`config.mk`:
```
export PLATFORM = sky130hd
export DESIGN_NAME = tdc_event_builder
export DESIGN_NICKNAME = d
export VERILOG_FILES = /design/src/rtl/tdc_pkg.sv /design/src/rtl/tdc_event_fifo.sv /design/src/rtl/tdc_event_builder.sv
export SDC_FILE = /design/constraint.sdc
export NUM_CORES = 1
export LEC_CHECK = 0
export CAP_MARGIN = 20
export CORE_MARGIN = 5
export CORE_UTILIZATION = 49
export CTS_CLUSTER_DIAMETER = 100
export DETAILED_ROUTE_END_ITERATION = 16
export PLACE_DENSITY = 0.72
export SETUP_SLACK_MARGIN = 0.2
export SYNTH_ARGS = -nofsm -noshare
export SYNTH_HDL_FRONTEND = slang
export SYNTH_SLANG_ARGS = --single-unit
```
`constraint.sdc`:
```
create_clock -name clk -period 4.53 [get_ports clk]
set_input_delay 0.906 -clock clk [delete_from_list [all_inputs] [get_ports clk]]
set_output_delay 0.906 -clock clk [all_outputs]
set_load 0.005 [all_outputs]
```
`src/rtl/tdc_pkg.sv`:
```
// Shared types for the TDC event builder: FSM state, event-word layout, timeout word.
// Timeout feature is selected in the top by `define TDC_EVB_TIMEOUT_EN.
package tdc_pkg;

    typedef enum logic [0:0] {
        ST_IDLE  = 1'b0,
        ST_ARMED = 1'b1
    } evb_state_t;

    // Default geometry; the top re-derives widths from its own parameters.
    localparam int DEF_FINE_W   = 5;
    localparam int DEF_COARSE_W = 4;
    localparam int DEF_TS_W     = DEF_FINE_W + DEF_COARSE_W;

    typedef struct packed {
        logic                timeout;
        logic [DEF_TS_W-1:0] interval;
    } evt_word_t;

    localparam evt_word_t TIMEOUT_WORD = '{timeout: 1'b1, interval: '1};

endpackage

```
`src/rtl/tdc_event_fifo.sv`:
```
// Synchronous FIFO for event words; a push while full is accepted only if a pop
// happens in the same cycle. out_data reads zero when empty.
module tdc_event_fifo #(
    parameter int DW    = 10,
    parameter int DEPTH = 4
) (
    input  logic          clk,
    input  logic          rst_n,
    input  logic          in_valid,
    output logic          in_ready,
    input  logic [DW-1:0] in_data,
    output logic          out_valid,
    input  logic          out_ready,
    output logic [DW-1:0] out_data,
    output logic          full,
    output logic          empty
);
    localparam int AW = $clog2(DEPTH);

    logic [DW-1:0] mem [DEPTH];
    logic [AW:0]   wr_ptr, rd_ptr;
    logic          push, pop;

    assign empty     = (wr_ptr == rd_ptr);
    assign full      = (wr_ptr[AW] != rd_ptr[AW]) && (wr_ptr[AW-1:0] == rd_ptr[AW-1:0]);
    assign out_valid = !empty;
    assign pop       = out_valid && out_ready;
    // full implies non-empty, so out_ready alone guarantees a slot frees up
    assign in_ready  = !full || out_ready;
    assign push      = in_valid && in_ready;
    assign out_data  = empty ? '0 : mem[rd_ptr[AW-1:0]];

    always_ff @(posedge clk or negedge rst_n) begin
        if (!rst_n) begin
            wr_ptr <= '0;
            rd_ptr <= '0;
        end else begin
            if (push) wr_ptr <= wr_ptr + 1'b1;
            if (pop)  rd_ptr <= rd_ptr + 1'b1;
        end
    end

    always_ff @(posedge clk) begin
        if (push) mem[wr_ptr[AW-1:0]] <= in_data;
    end

endmodule

```
`src/rtl/tdc_event_builder.sv`:
```
// Start/stop TDC event builder: measures stop-start intervals into an event FIFO.
// Define TDC_EVB_TIMEOUT_EN to add the ARMED timeout that emits {1, all-ones}.
module tdc_event_builder
    import tdc_pkg::*;
#(
    parameter int FINE_W      = 5,
    parameter int COARSE_W    = 4,
    parameter int FIFO_DEPTH  = 4,
    parameter int TIMEOUT_CYC = 15
) (
    input  logic                       clk,
    input  logic                       rst_n,
    input  logic                       start_valid,
    input  logic [FINE_W-1:0]          start_fine,
    input  logic [COARSE_W-1:0]        start_coarse,
    input  logic                       stop_valid,
    input  logic [FINE_W-1:0]          stop_fine,
    input  logic [COARSE_W-1:0]        stop_coarse,
    output logic                       out_valid,
    input  logic                       out_ready,
    output logic [COARSE_W+FINE_W:0]   out_data,
    output logic [7:0]                 drop_cnt,
    output logic                       armed
);
    localparam int W = COARSE_W + FINE_W;

    evb_state_t  state;
    logic [W-1:0] start_ts_q, start_ts, stop_ts, interval;
    logic         stop_hit, push, push_ok;
    logic [W:0]   push_data;
    logic         fifo_full, fifo_empty;
    logic         unused_fifo_flags;

    assign start_ts = {start_coarse, start_fine};
    assign stop_ts  = {stop_coarse, stop_fine};
    assign interval = stop_ts - start_ts_q;   // modular wrap is the intended result
    assign stop_hit = (state == ST_ARMED) && stop_valid;
    assign armed    = (state == ST_ARMED);

`ifdef TDC_EVB_TIMEOUT_EN
    logic [7:0] tcnt;
    logic       timeout_hit;

    // A stop wins over timeout; a fresh start restarts the window instead.
    assign timeout_hit = (state == ST_ARMED) && !stop_valid && !start_valid &&
                         (tcnt == 8'(TIMEOUT_CYC - 1));
    assign push        = stop_hit || timeout_hit;
    assign push_data   = stop_hit ? {1'b0, interval} : {1'b1, {W{1'b1}}};

    always_ff @(posedge clk or negedge rst_n) begin
        if (!rst_n)                                tcnt <= '0;
        else if (start_valid || state != ST_ARMED) tcnt <= '0;
        else if (!timeout_hit)                     tcnt <= tcnt + 1'b1;
        else                                       tcnt <= '0;
    end
`else
    assign push      = stop_hit;
    assign push_data = {1'b0, interval};
`endif

    always_ff @(posedge clk or negedge rst_n) begin
        if (!rst_n) begin
            state      <= ST_IDLE;
            start_ts_q <= '0;
        end else begin
            case (state)
                ST_IDLE: begin
                    if (start_valid) begin
                        state      <= ST_ARMED;
                        start_ts_q <= start_ts;
                    end
                end
                default: begin
                    if (start_valid)   start_ts_q <= start_ts;
                    else if (push)     state      <= ST_IDLE;
                end
            endcase
        end
    end

    always_ff @(posedge clk or negedge rst_n) begin
        if (!rst_n)                                    drop_cnt <= '0;
        else if (push && !push_ok && drop_cnt != 8'hFF) drop_cnt <= drop_cnt + 1'b1;
    end

    tdc_event_fifo #(
        .DW    (W + 1),
        .DEPTH (FIFO_DEPTH)
    ) u_fifo (
        .clk       (clk),
        .rst_n     (rst_n),
        .in_valid  (push),
        .in_ready  (push_ok),
        .in_data   (push_data),
        .out_valid (out_valid),
        .out_ready (out_ready),
        .out_data  (out_data),
        .full      (fifo_full),
        .empty     (fifo_empty)
    );

    assign unused_fifo_flags = fifo_full ^ fifo_empty;

endmodule

```
Word-level counts from Yosys, hierarchy flattened

Memory sizes are Yosys's and may differ from the RTL's.
Cells that the tools add are included.

Register bits: 24
Memory bits (writable): 36
Bits of input ports: 23
Output and inout port bits: 20
Word-level logic and storage cells: 31
Memories kept: 1

Add/subtract/negate cells: 4
Equal/unequal tests: 4
Muxes and demuxes: 7
Reductions and logical operators: 10

Memory list:

| name       | words | width | read ports | clocked after Yosys merged registers in | wr ports | RTL line             | source |
|---|---|---|---|---|---|---|---|
| u_fifo.mem | 4     | 9     | 1          | 0                                       | 1        | tdc_event_fifo.sv:20 | `logic [DW-1:0] mem [DEPTH];` |

Operators by type and width:

| operator                                                      | count |
|---|---|
| 10-bit two-way mux                                            | 1 |
| 9-bit subtractor                                              | 1 |
| 8-bit by 1-bit adder with 8-bit output, second input constant | 1 |
| 8-bit != test, second input constant                          | 1 |
| 3-bit by 1-bit adder with 3-bit output, second input constant | 2 |
| 1-bit logical AND                                             | 6 |
| 1-bit two-way mux                                             | 6 |
| 3-bit equality test                                           | 1 |
| 1-bit logical NOT                                             | 3 |
| 2-bit equality test                                           | 1 |
| 1-bit logical OR                                              | 1 |
| 1-bit != test                                                 | 1 |

Longest topological paths before layout

Depth after elaboration: 7
Mapped depth: 8
Gate-level depth less buffers: 8

Hierarchy

A second synthesis with hierarchy kept.

Cell total of the unflattened synthesis: 229
Area, all modules: 3098.0 um^2

By module, submodules not included:

| module            | times used | cells an instance | area an instance (um^2) |
|---|---|---|---|
| tdc_event_fifo    | 1          | 102               | 1926.8 |
| tdc_event_builder | 1          | 127               | 1171.1 |

Worst setup path before layout

No wires, ideal clock.

Path type: input -> register
Start: input stop_fine[0]
End: memory u_fifo.mem[0][8] in the netlist's numbering, data pin
Arrival time: 2095 ps
Required time: 4248 ps
Setup slack: 2153 ps
Stages: 8
Cell sequence: inv_1 > ha_1 > fa_1 > nor2b_1 > o2111ai_1 > nand3_1 > o41ai_1 > xnor2_1

Cells in the longest elaborated chain, start to end: 1

RTL lines:

| element          | RTL line                | source |
|---|---|---|
| start, declared  | tdc_event_builder.sv:17 | `input logic [FINE_W-1:0] stop_fine,` |
| 9-bit subtractor | tdc_event_builder.sv:36 | `assign interval = stop_ts - start_ts_q;` |
| via interval[8]  | tdc_event_builder.sv:28 | `logic [W-1:0] start_ts_q, start_ts, stop_ts, interval;` |
| end, declared    | tdc_event_fifo.sv:20    |  |

The timed path passes the listed nets, and every way through them passes these cells.

Final worst setup path

Start: register u_fifo.rd_ptr[0]
End: output out_valid

Cells in the longest elaborated chain, start to end: 2

RTL lines:

| element                | RTL line                | source |
|---|---|---|
| start, declared        | tdc_event_fifo.sv:21    | `logic [AW:0] wr_ptr, rd_ptr;` |
| start signal, assigned | tdc_event_fifo.sv:39    | `if (pop) rd_ptr <= rd_ptr + 1'b1;` |
| 3-bit equality test    | tdc_event_fifo.sv:24    | `assign empty = (wr_ptr == rd_ptr);` |
| 1-bit logical NOT      | tdc_event_fifo.sv:26    | `assign out_valid = !empty;` |
| end, declared          | tdc_event_builder.sv:19 | `output logic out_valid,` |

Every way passes these cells.

==> flow_summary.yaml <==
status:
  status: "finished, final reports clean"
sta:
  max_freq_ghz: 0.294
  setup_tns_ns: 0
  setup_viol: 0
  rsz0062_at_grt: "false"
  tightest_slew_ns: 0.695
  min_period_over_period_pct: 75.0
  skew_ns: 0.00850
  slew_headroom_pct: 53.7
  drv_slew: 0
  holdWs_ns: 0.487
  finalCriticalPeriod_ns: 3.40
  hold_viol: 0
die:
  start_util_pct: 51.3
  die_h_um: 86.4
  die-area_um2: 7460
  core-area_um2: 5570
  row_count: 27
  ios: 43
  die_w_um: 86.4
clocking:
  path_clk_slew_ns: 0.06
  cts_root_buffer: "clkbuf_8"
  cts.path.max_buffers: 2
  cts-hold-fix-buffers: 0
  clk_latency_ns: 0.33
  postCtsSetupBuffers: 0
  cts_tree: "done"
  cts_made_buffers: 9
  cts_sinks: 60
  h-tree-depth: 3
  ctsResizeCount: 0
yosys:
  synthTopCellsByArea: "edfxtp_1, dfrtp_1, mux4_2"
  ys_warn_count: 0
  synthXorXnorAreaFrac_pct: 5.82
  synth_seq_cells: 60
  syn_area_um2: 2860
  synth-edff-count: 36
  synth-adder-area-share_pct: 6.83
  synth.distinct_cells: 37
  synth_top_cell_by_area: "edfxtp_1"
  syn_nets: 244
  synth_top_family_by_area: "simple AND/OR/NAND/NOR gates"
  synth_mux_area_share_pct: 9.06
  synth_compound_area_share_pct: 5.51
  synthFlopType: "edfxtp_1"
  ys_seq_area_share_pct: 58.8
  syn_avg_cell_area_um2: 13.9
  syn_inst: 206
  async_flop_share_pct: 40.0
  yosys.area_share.simple_pct: 11.0
  yosys.area.top_type_share_pct: 37.8
setup_path:
  crit_type: "reg2out"
  worstPathMaxFanout: 12
  crit_required_ns: 3.62
  worstPathCellList: "xor2_1, nor3b_4, inv_1, clkdlybuf4s50_1"
  critical_path.endpoint_type: "output pin"
  crit_path_start_kind: "flip-flop"
  crit_path_max_incr_delay_ns: 0.79
  path_delay_family: "flip-flops"
  cp.buffers_inverters: 2
  crit_slowest_cell: "dfrtp_1"
  cp.depth: 4
  cp.arrival_ns: 2.49
  rr_worst_depth: 4
route:
  drt_first_pass_iters: 4
  routed_wl_mm: 4.73
  ant_nets: 0
  drc: 0
  viasPerCell: 5.06
  drtIter0Drc: 95
  post_drt_wl_per_cell_um: 14.3
  vias: 1676
hold_path:
  hp-class: "reg2reg"
  holdPathStages: 1
place:
  placed_area_um2: 3340
  dp_hpwl_mm: 3.33
  gp_congestion: 0.756
  port_buffers: 41
layout:
  syn_to_final_growth_pct: 25.2
  drive_gt1_share_pct: 13.5
  antenna_cells: 0
  n_fill_cell: 435
  finalNetCount: 292
  design_area_um2: 3580
power_and_ir_drop:
  p_int_uw: 1420
  seq_power_share_pct: 40.2
  total_leakage_power_uw: 0.00138
  power_switching_uw: 582
  combPwrFrac_pct: 34.1
  p_sw_share_pct: 29.1
  pwr_density_cell_nw_per_um2: 560
  ir_drop_uv: 291
  clkPwrFrac_pct: 25.6
global_routing:
  grt_usage_pct: 14.0
  antenna_found_initial: 0
  grt-ovfl-total: 0
  grtUsageMet1_pct: 19.4
  grt_util_met2_pct: 20.2
  first_global_vias: 1592
  grtUsageMet3_pct: 4.66
  grt_max_degree: 25
  grt_pass1_wl_mm: 7.92
  grt-busiest-layer: "met2"
flow_run:
  maxCapViolCount: 0
## state kept, by name (all words and copies together), names as in the netlist
signal and count:
u_fifo.wr_ptr 3, u_fifo.mem 36, armed 1, start_ts_q 9
drop_cnt 8, u_fifo.rd_ptr 3
## worst paths after layout
check / slack, ns / startpoint / to
max: 1.13 / u_fifo.rd_ptr[0] / out_valid
min: 0.49 / u_fifo.wr_ptr[2] / u_fifo.wr_ptr[2]
max reg2reg: 2.01 / u_fifo.rd_ptr[0] / u_fifo.mem[3][0]
min reg2reg: 0.49 / u_fifo.wr_ptr[2] / u_fifo.wr_ptr[2]
max in group asynchronous: 3.17 / rst_n / start_ts_q[0]
min in group asynchronous: 0.91 / rst_n / drop_cnt[4]
## worst reg2reg max path: stages (launching register included)
cell,delay (ns)
dfrtp_1,0.79
xor2_1,0.42
nor4_4,0.12
nor2_1,0.32
and2_1,0.52
## cell usage in the layout (no fill, tap or decap), drive strengths merged, types with 3 or more instances in the layout
| cell | n |
|---|---|
| clkbuf | 9 |
| nand3 | 8 |
| ha | 14 |
| nor2 | 7 |
| nor3 | 4 |
| clkdlybuf4s50 | 41 |
| xnor2 | 11 |
| nor2b | 11 |
| o2111ai | 3 |
| nand2 | 14 |
| inv | 15 |
| xor2 | 8 |
| mux4 | 9 |
| clkinvlp | 3 |
| and2 | 5 |
| dfrtp | 24 |
| edfxtp | 36 |
| mux2 | 5 |
| o21ai | 11 |
## power by group through the flow
| stage | Combinational [µW] | Sequential [µW] | Clock (µW) |
|---|---|---|---|
| 5_1_grt | 761 | 822 | 556 |
| 6_report | 684 | 805 | 513 |
| 3_5_place_dp | 692 | 820 | 0 |
| 4_1_cts | 697 | 809 | 526 |
| 2_1_floorplan | 451 | 765 | 0 |
| 3_3_place_gp | 684 | 816 | 0 |
## synth_stat cells (4+ instances only)
cell type	instances
xor2_1	8
nor2_1	7
mux4_2	9
mux2_2	4
nand2_1	14
edfxtp_1	36
xnor2_1	11
nor2b_1	11
dfrtp_1	24
and2_1	5
nand3_1	8
inv_1	15
o21ai_0	11
ha_1	14
## stage by stage
step | std cells | setup WS, ns | power (µW) | util (%)
global placement | 314 | 1.46 | 1500 | 59.8
CTS | 330 | 1.06 | 2030 | 63.7
global route | 331 | 0.860 | 2140 | 64.2
finish | 331 | 1.13 | 2000 | 64.2
floorplan | 206 | 2.15 | 1220 | -
detailed placement | 314 | 1.41 | 1510 | 59.8
## final cells by class
type	instances	area [µm²]	area share, %
Sequential cell	60	1680	47.0
Timing Repair Buffer	42	438	12.2
Multi-Input combinational cell	126	1100	30.7
Inverter	15	56.3	1.57
Clock buffer	9	124	3.46
Clock inverter	7	91.3	2.55
Tap cell	72	90.1	2.52
## layer usage
metal	share of wire, %	wire [µm]
met4	1.5	72
met1	45	2120
met5	0	0
met2	47	2200
met3	7.0	329
## cell families (layout without fill, tap and decap cells)
kind of cell | Yosys count | in the layout
adders and majority gates | 15 | 15
buffers and inverters | 20 | 73
and+or+nand+nor | 55 | 55
other | 1 | 1
muxes | 14 | 14
AOI/OAI and AO/OA | 22 | 22
xor gates and xnor gates | 19 | 19
DFF | 60 | 60
No activity file was read; power rests on OpenSTA's default activity.
